### src/rtl/bus_cycle_ctrl.sv
// bus_cycle_ctrl: sequences single read/write cycles on the external memory
// data bus through the octal bus transceiver. Each cycle runs SETUP, STROBE
// and HOLD phases of configurable length. All bus and response outputs are
// registered, so the pins switch cleanly on clock edges only.
module bus_cycle_ctrl #(
    parameter int unsigned SETUP_CYCLES  = 1,
    parameter int unsigned STROBE_CYCLES = 2,
    parameter int unsigned HOLD_CYCLES   = 1
) (
    input  logic       clk,
    input  logic       rst,
    input  logic       req_valid,
    output logic       req_ready,
    input  logic       req_write,
    input  logic [7:0] req_wdata,
    output logic       rsp_valid,
    output logic [7:0] rsp_rdata,
    output logic       busy,
    output logic       xcvr_dir,
    output logic       xcvr_noe,
    output logic       mem_nwe,
    output logic       mem_noe,
    output logic [7:0] bus_out,
    input  logic [7:0] bus_in
);

    typedef enum logic [1:0] {
        ST_IDLE   = 2'd0,
        ST_SETUP  = 2'd1,
        ST_STROBE = 2'd2,
        ST_HOLD   = 2'd3
    } state_t;

    // Counter preload values: a phase of N cycles counts N-1 down to 0.
    localparam logic [3:0] SETUP_LOAD  = 4'(SETUP_CYCLES - 1);
    localparam logic [3:0] STROBE_LOAD = 4'(STROBE_CYCLES - 1);
    localparam logic [3:0] HOLD_LOAD   = 4'(HOLD_CYCLES - 1);

    state_t     state_r;
    state_t     state_s;
    logic [3:0] cnt_r;
    logic [3:0] cnt_s;
    logic       write_r;
    logic       write_s;
    logic       accept_s;
    logic       capture_s;
    logic       done_s;

    logic       ready_r;
    logic       busy_r;
    logic       rsp_valid_r;
    logic [7:0] rdata_r;
    logic       dir_r;
    logic       xnoe_r;
    logic       nwe_r;
    logic       moe_r;
    logic [7:0] bus_out_r;

    logic       xnoe_s;
    logic       nwe_s;
    logic       moe_s;

    // Next-state and phase-counter logic; read capture and completion flags.
    always_comb begin
        state_s   = state_r;
        cnt_s     = cnt_r;
        write_s   = write_r;
        accept_s  = 1'b0;
        capture_s = 1'b0;
        done_s    = 1'b0;
        case (state_r)
            ST_IDLE: begin
                if (req_valid) begin
                    accept_s = 1'b1;
                    write_s  = req_write;
                    state_s  = ST_SETUP;
                    cnt_s    = SETUP_LOAD;
                end else begin
                    state_s = ST_IDLE;
                    cnt_s   = 4'd0;
                end
            end
            ST_SETUP: begin
                if (cnt_r == 4'd0) begin
                    state_s = ST_STROBE;
                    cnt_s   = STROBE_LOAD;
                end else begin
                    cnt_s = cnt_r - 4'd1;
                end
            end
            ST_STROBE: begin
                if (cnt_r == 4'd0) begin
                    state_s   = ST_HOLD;
                    cnt_s     = HOLD_LOAD;
                    capture_s = ~write_r;
                end else begin
                    cnt_s = cnt_r - 4'd1;
                end
            end
            ST_HOLD: begin
                if (cnt_r == 4'd0) begin
                    state_s = ST_IDLE;
                    cnt_s   = 4'd0;
                    done_s  = 1'b1;
                end else begin
                    cnt_s = cnt_r - 4'd1;
                end
            end
            default: begin
                state_s = ST_IDLE;
                cnt_s   = 4'd0;
            end
        endcase
    end

    // Bus strobe levels for the state being entered, so the registered pins
    // line up exactly with the state they belong to.
    always_comb begin
        xnoe_s = 1'b1;
        nwe_s  = 1'b1;
        moe_s  = 1'b1;
        case (state_s)
            ST_IDLE: begin
                xnoe_s = 1'b1;
                nwe_s  = 1'b1;
                moe_s  = 1'b1;
            end
            ST_SETUP: begin
                // Transceiver stays disabled while DIR settles.
                xnoe_s = 1'b1;
                nwe_s  = 1'b1;
                moe_s  = write_s;
            end
            ST_STROBE: begin
                xnoe_s = 1'b0;
                nwe_s  = ~write_s;
                moe_s  = write_s;
            end
            ST_HOLD: begin
                // Writes keep data driven through hold; reads release early.
                xnoe_s = ~write_s;
                nwe_s  = 1'b1;
                moe_s  = 1'b1;
            end
            default: begin
                xnoe_s = 1'b1;
                nwe_s  = 1'b1;
                moe_s  = 1'b1;
            end
        endcase
    end

    // FSM state, phase counter and latched transfer direction.
    always_ff @(posedge clk) begin
        if (rst) begin
            state_r <= ST_IDLE;
            cnt_r   <= 4'd0;
            write_r <= 1'b0;
        end else begin
            state_r <= state_s;
            cnt_r   <= cnt_s;
            write_r <= write_s;
        end
    end

    // Registered outputs: strobes, direction, write data, read data, handshake.
    always_ff @(posedge clk) begin
        if (rst) begin
            ready_r     <= 1'b1;
            busy_r      <= 1'b0;
            rsp_valid_r <= 1'b0;
            rdata_r     <= 8'h00;
            dir_r       <= 1'b0;
            xnoe_r      <= 1'b1;
            nwe_r       <= 1'b1;
            moe_r       <= 1'b1;
            bus_out_r   <= 8'h00;
        end else begin
            ready_r     <= (state_s == ST_IDLE);
            busy_r      <= (state_s != ST_IDLE);
            rsp_valid_r <= done_s;
            xnoe_r      <= xnoe_s;
            nwe_r       <= nwe_s;
            moe_r       <= moe_s;
            if (capture_s) begin
                rdata_r <= bus_in;
            end else begin
                rdata_r <= rdata_r;
            end
            // DIR only moves on accept, when the transceiver is disabled.
            if (accept_s) begin
                dir_r <= req_write;
            end else begin
                dir_r <= dir_r;
            end
            if (accept_s && req_write) begin
                bus_out_r <= req_wdata;
            end else begin
                bus_out_r <= bus_out_r;
            end
        end
    end

    // req_ready is held low for as long as reset is asserted.
    assign req_ready = ready_r & ~rst;
    assign busy      = busy_r;
    assign rsp_valid = rsp_valid_r;
    assign rsp_rdata = rdata_r;
    assign xcvr_dir  = dir_r;
    assign xcvr_noe  = xnoe_r;
    assign mem_nwe   = nwe_r;
    assign mem_noe   = moe_r;
    assign bus_out   = bus_out_r;

endmodule

### config.mk
export PLATFORM = sky130hd
export DESIGN_NAME = bus_cycle_ctrl
export DESIGN_NICKNAME = d
export VERILOG_FILES = /design/src/rtl/bus_cycle_ctrl.sv
export SDC_FILE = /design/constraint.sdc
export NUM_CORES = 1
export LEC_CHECK = 0
export CELL_PAD_IN_SITES_DETAIL_PLACEMENT = 1
export CELL_PAD_IN_SITES_GLOBAL_PLACEMENT = 2
export CORE_MARGIN = 1
export CORE_UTILIZATION = 24
export CTS_CLUSTER_SIZE = 40
export DETAILED_ROUTE_END_ITERATION = 7
export GPL_TIMING_DRIVEN = 0
export PLACE_DENSITY = 0.74
export SYNTH_ARGS = -nofsm -noshare
export SYNTH_HDL_FRONTEND = slang
export SYNTH_SLANG_ARGS = --single-unit
export TNS_END_PERCENT = 100
### constraint.sdc
create_clock -name clk -period 2.1 [get_ports clk]
set_clock_uncertainty 0.1 [all_clocks]
set_input_delay 0.315 -clock clk [delete_from_list [all_inputs] [get_ports clk]]
set_output_delay 0.315 -clock clk [all_outputs]
set_load 0.03 [all_outputs]
Word-level counts from Yosys, hierarchy flattened --
Index checks and enable logic that the tools add are counted.
Cells by class: bitwise operators 5, equality and inequality tests 6, reductions and logical operators 11, muxes and demuxes 18, add/subtract/negate cells 1
Operators with widths (count):
- $pmux 4 s3 | 1
- $reduce_or 2->1 | 5
- $eq 2x2->1 const B | 4
- $mux 1 | 8
- $mux 4 | 2
- $pmux 2 s4 | 1
- $mux 2 | 3
- $eq 2x1->1 const B | 2
- $logic_not 2->1 | 2
- $logic_not 4->1 | 1
- $not 1->1 | 4
- $pmux 1 s2 | 2
- $sub 4x1->4 const B | 1
- $pmux 1 s3 | 1
- $reduce_or 3->1 | 1
- $reduce_bool 2->1 | 1
- $and 1x1->1 | 1
- $logic_and 1x1->1 | 1
Storage, ports and cells: register bits after elaboration 30, output and inout port bits 23

Logic depth before layout (Yosys ltp) --
depth in word-level cells 6, mapped depth 8, depth with buffers taken out 8

Worst setup path before layout --
No wires, ideal clock.
path kind register to register, start point reg cnt_r[0], end point reg moe_r (netlist: mem_noe), setup slack 0.067 ns, path buffers 0, stages on the path, launching flop included 8, setup time 0.127 ns, clock period less this slack 2.033 ns, data arrival time 1.806 ns, cells stage by stage dfxtp_1 -> inv_1 -> ha_1 -> nor3b_2 -> nor3_1 -> a21o_1 -> ha_1 -> or3_1
Between the ends: cells in the longest elaborated chain, start to end 6, elaborated cells between the ends (all ways) 12
RTL lines:
- start: declaration | RTL line 41 | logic [3:0] cnt_r;
- start signal: assignment | RTL line 161 | cnt_r <= cnt_s;
- $logic_not 4->1 * | RTL line 84, 92, 101
- $mux 2, on equally long branches | RTL line 101, 84, 92
- $pmux 2 s4 * | RTL line 71 | case (state_r)
- $eq 2x2->1 (tied with other cells) | RTL line 122 | case (state_s)
- $reduce_or 2->1 (no line)
- $pmux 1 s2 * | RTL line 122
- end signal: assignment | RTL line 184 | moe_r <= moe_s;
- end: declaration | RTL line 56 | logic moe_r;
Every way passes the cells marked *; elsewhere a longest branch is shown, timed or not. A chain may end at the register's enable or synchronous reset.

Worst setup path after layout --
Ends and elaborated chain as after synthesis.

==> reports/metrics.cfg <==
[routing]
wl_met3_um = 201
wl_met1_um = 1326
wl_met2_um = 1577
drtPass1Iterations = 4
wirelength_um = 3104
highest_layer = met3
num_vias = 1039
detail-route-antenna-nets = 0
drt-initial-drc-count = 14
viasPerCell = 4.241
wl_per_cell_um = 12.67
drc = 0

[clock_network]
clk_path_buf_depth = 2
clk_pin_slew_ns = 0.07
cts_max_level = 2
cts.sinks = 30
clk_latency_ns = 0.27
cts_tree = built
clock-root-buffer = clkbuf_8
ctsHoldBuffers = 0
cts_inserted_buffers = 5

[yosys]
synth_area_leader_cell = dfxtp_1
synth_top_area_share_pct = 47.57
synthesis.nets = 148
synth_cells = 123
yosys.area_share.simple_pct = 22.99
synth_area_sq_um = 1262
synth_warnings = 0
syn_area_per_cell_sq_um = 10.26
synth_cell_type_count = 27
synth_compound_area_share_pct = 5.847
synth_top_family_by_area = simple AND/OR/NAND/NOR gates
ys_ff_latch = 30
synth.area.top_cells = dfxtp_1 48%, mux2i_1 13%, nand2b_1 8.4%, nor2_1 5.1%, ha_1 5.0%
synth_xor_area_share_pct = 0.6938
synthMuxAreaShare_pct = 13.48
synth_fa_ha_area_share_pct = 4.955
ys_seq_area_share_pct = 47.57

[grt]
grt_pass1_wl_um = 4871
antenna_found_initial = 0
grt_overflow_total = 0
track_usage_pct = 11.55
first_global_vias = 1067
grt_max_degree = 11

[sta]
finalSetupTns_ns = 0
period_share_pct = 94.02
rsz0062_at_grt = false
fmax_mhz = 506.5
finalSetupViolCount = 0
slew_headroom_pct = 68.96
min_period_ns = 1.974
finalMaxSlewViolations = 0
worst_pin_slew_ns = 0.4656
finalHoldViolCount = 0

[placed_design]
place_congestion = 0.7464
post-dp-hpwl_um = 2189
dpl_cell_area_sq_um = 1760
port_buffers = 41

[critical_path]
crit_arrival_ns = 2.03
start_kind = register
cp.required_ns = 2.16
path_max_fanout = 5
path_class = reg2reg
cp-end-kind = register

[floorplan]
die_area_sq_um = 5554
start_util_pct = 24.88
die_h_um = 74.53
die_x_um = 74.53
core_region_area_sq_um = 5075
floorplan.rows = 26
io-pin-count = 43

[status]
outcome = completed

[hold_path]
hold_class = reg2reg

[layout]
syn_to_final_growth_pct = 54.61
n_antenna_cell = 0
layout-drive-gt1-share_pct = 14.86
final.fill_count = 598
nets = 200
design_area_sq_um = 1952
layout.cells.most_common = clkdlybuf4s50_1
layout_common_cells = 41 x clkdlybuf4s50_1, 30 x dfxtp_1, 17 x mux2i_1, 17 x nor2_1, 17 x nand2b_1

[power_and_ir_drop]
peakVddDrop_uv = 434.9
p_leak_nw = 0.7367
power_w = 0.002469
powerDensity_nw_per_um2 = 1265

[job]
drv_cap = 0

cell families (layout without fill, tap and decap cells):
family          count (synthesis)  in the layout
buf+inv                        10             62
fa+ha+maj                       5              5
flops                          30             30
xor+xnor                        1              1
mux                            17             17
compound gates                 11             11
simple gates                   49             49
registers in the layout, indices dropped and copies added, names as in the netlist:
| register | count |
|---|---|
| bus_out | 8 |
| busy | 1 |
| cnt_r | 4 |
| mem_noe | 1 |
| mem_nwe | 1 |
| ready_r | 1 |
| rsp_rdata | 8 |
| rsp_valid | 1 |
| state_r | 2 |
| write_r | 1 |
| xcvr_dir | 1 |
| xcvr_noe | 1 |
routing by layer:
layer  global-route usage (%)  up-vias
met2                    19.72       29
met1                    13.47      501
met5                        0        -
li1                         -      509
met4                    1.887        0
met3                    5.285        0
power by group:
part           total, W  switching [W]  internal (W)
Clock          0.000582       0.000203      0.000379
Sequential     0.000779      0.0000859      0.000693
Combinational   0.00111       0.000558      0.000551
Total           0.00247       0.000847       0.00162
through the flow:
stage,setup WS (ns),utilization [%],instances,hold WS [ns]
final,0.1255,38.46,245,0.3817
after global routing,0.02069,38.46,245,0.4100
after CTS,0.05728,37.60,243,0.3861
after detailed placement,-0.2076,34.69,234,0.3769
after global placement,-0.1270,34.69,234,0.3602
after floorplan,0.06719,-,123,0.3622
worst max-delay path: stages, from the launching register on:
cell,delay (ns)
dfxtp_1,0.32
inv_2,0.08
ha_4,0.17
nor3b_4,0.26
nor3_2,0.10
a21o_1,0.21
ha_1,0.29
or3_1,0.35
area by class of cell:
class                      count  area (sq um)  area share [%]
multi-input combinational     83         653.1           33.46
sequential                    30         600.6           30.77
timing repair buffer          45         440.4           22.56
tap                           70         87.58           4.487
clock buffer                   6         82.58           4.231
buffer                         7         46.29           2.372
clock inverter                 1         30.03           1.538
inverter                       3         11.26          0.5769
path summary, 6_finish.rpt:
| check | slack, ns | start | endpoint | cells after the start |
|---|---|---|---|---|
| setup / recovery | 0.13 | cnt_r[0]$_SDFF_PP0_ | mem_noe$_SDFF_PP1_ | 7 |
| hold / removal | 0.38 | rsp_rdata[2]$_SDFFE_PP0P_ | rsp_rdata[2]$_SDFFE_PP0P_ | 2 |
| setup reg to reg | 0.13 | cnt_r[0]$_SDFF_PP0_ | mem_noe$_SDFF_PP1_ | 7 |
| hold reg to reg | 0.38 | rsp_rdata[2]$_SDFFE_PP0P_ | rsp_rdata[2]$_SDFFE_PP0P_ | 2 |
synthesized netlist by cell type:
cell type	n
or3b_4	1
clkbuf_1	4
and4bb_2	1
buf_6	2
buf_4	1
and3_2	1
nor2_1	17
dfxtp_1	30
nor2b_1	1
o21bai_1	2
inv_1	3
or2_2	1
nand2b_1	17
mux2i_1	17
nor3b_2	1
a21oi_1	4
or3_1	1
a211oi_1	2
a21o_1	2
xor2_1	1
nor3_1	3
and2b_2	1
nand4bb_1	1
a211o_1	1
nor3b_1	1
ha_1	5
nand3b_1	2
repair_timing:
item,in CTS,in global routing
buffers inserted,2,2
endpoints found under the setup margin,3,2
resized for setup,4,4
pin swaps,0,1
No activity file was read; power rests on OpenSTA's default activity.
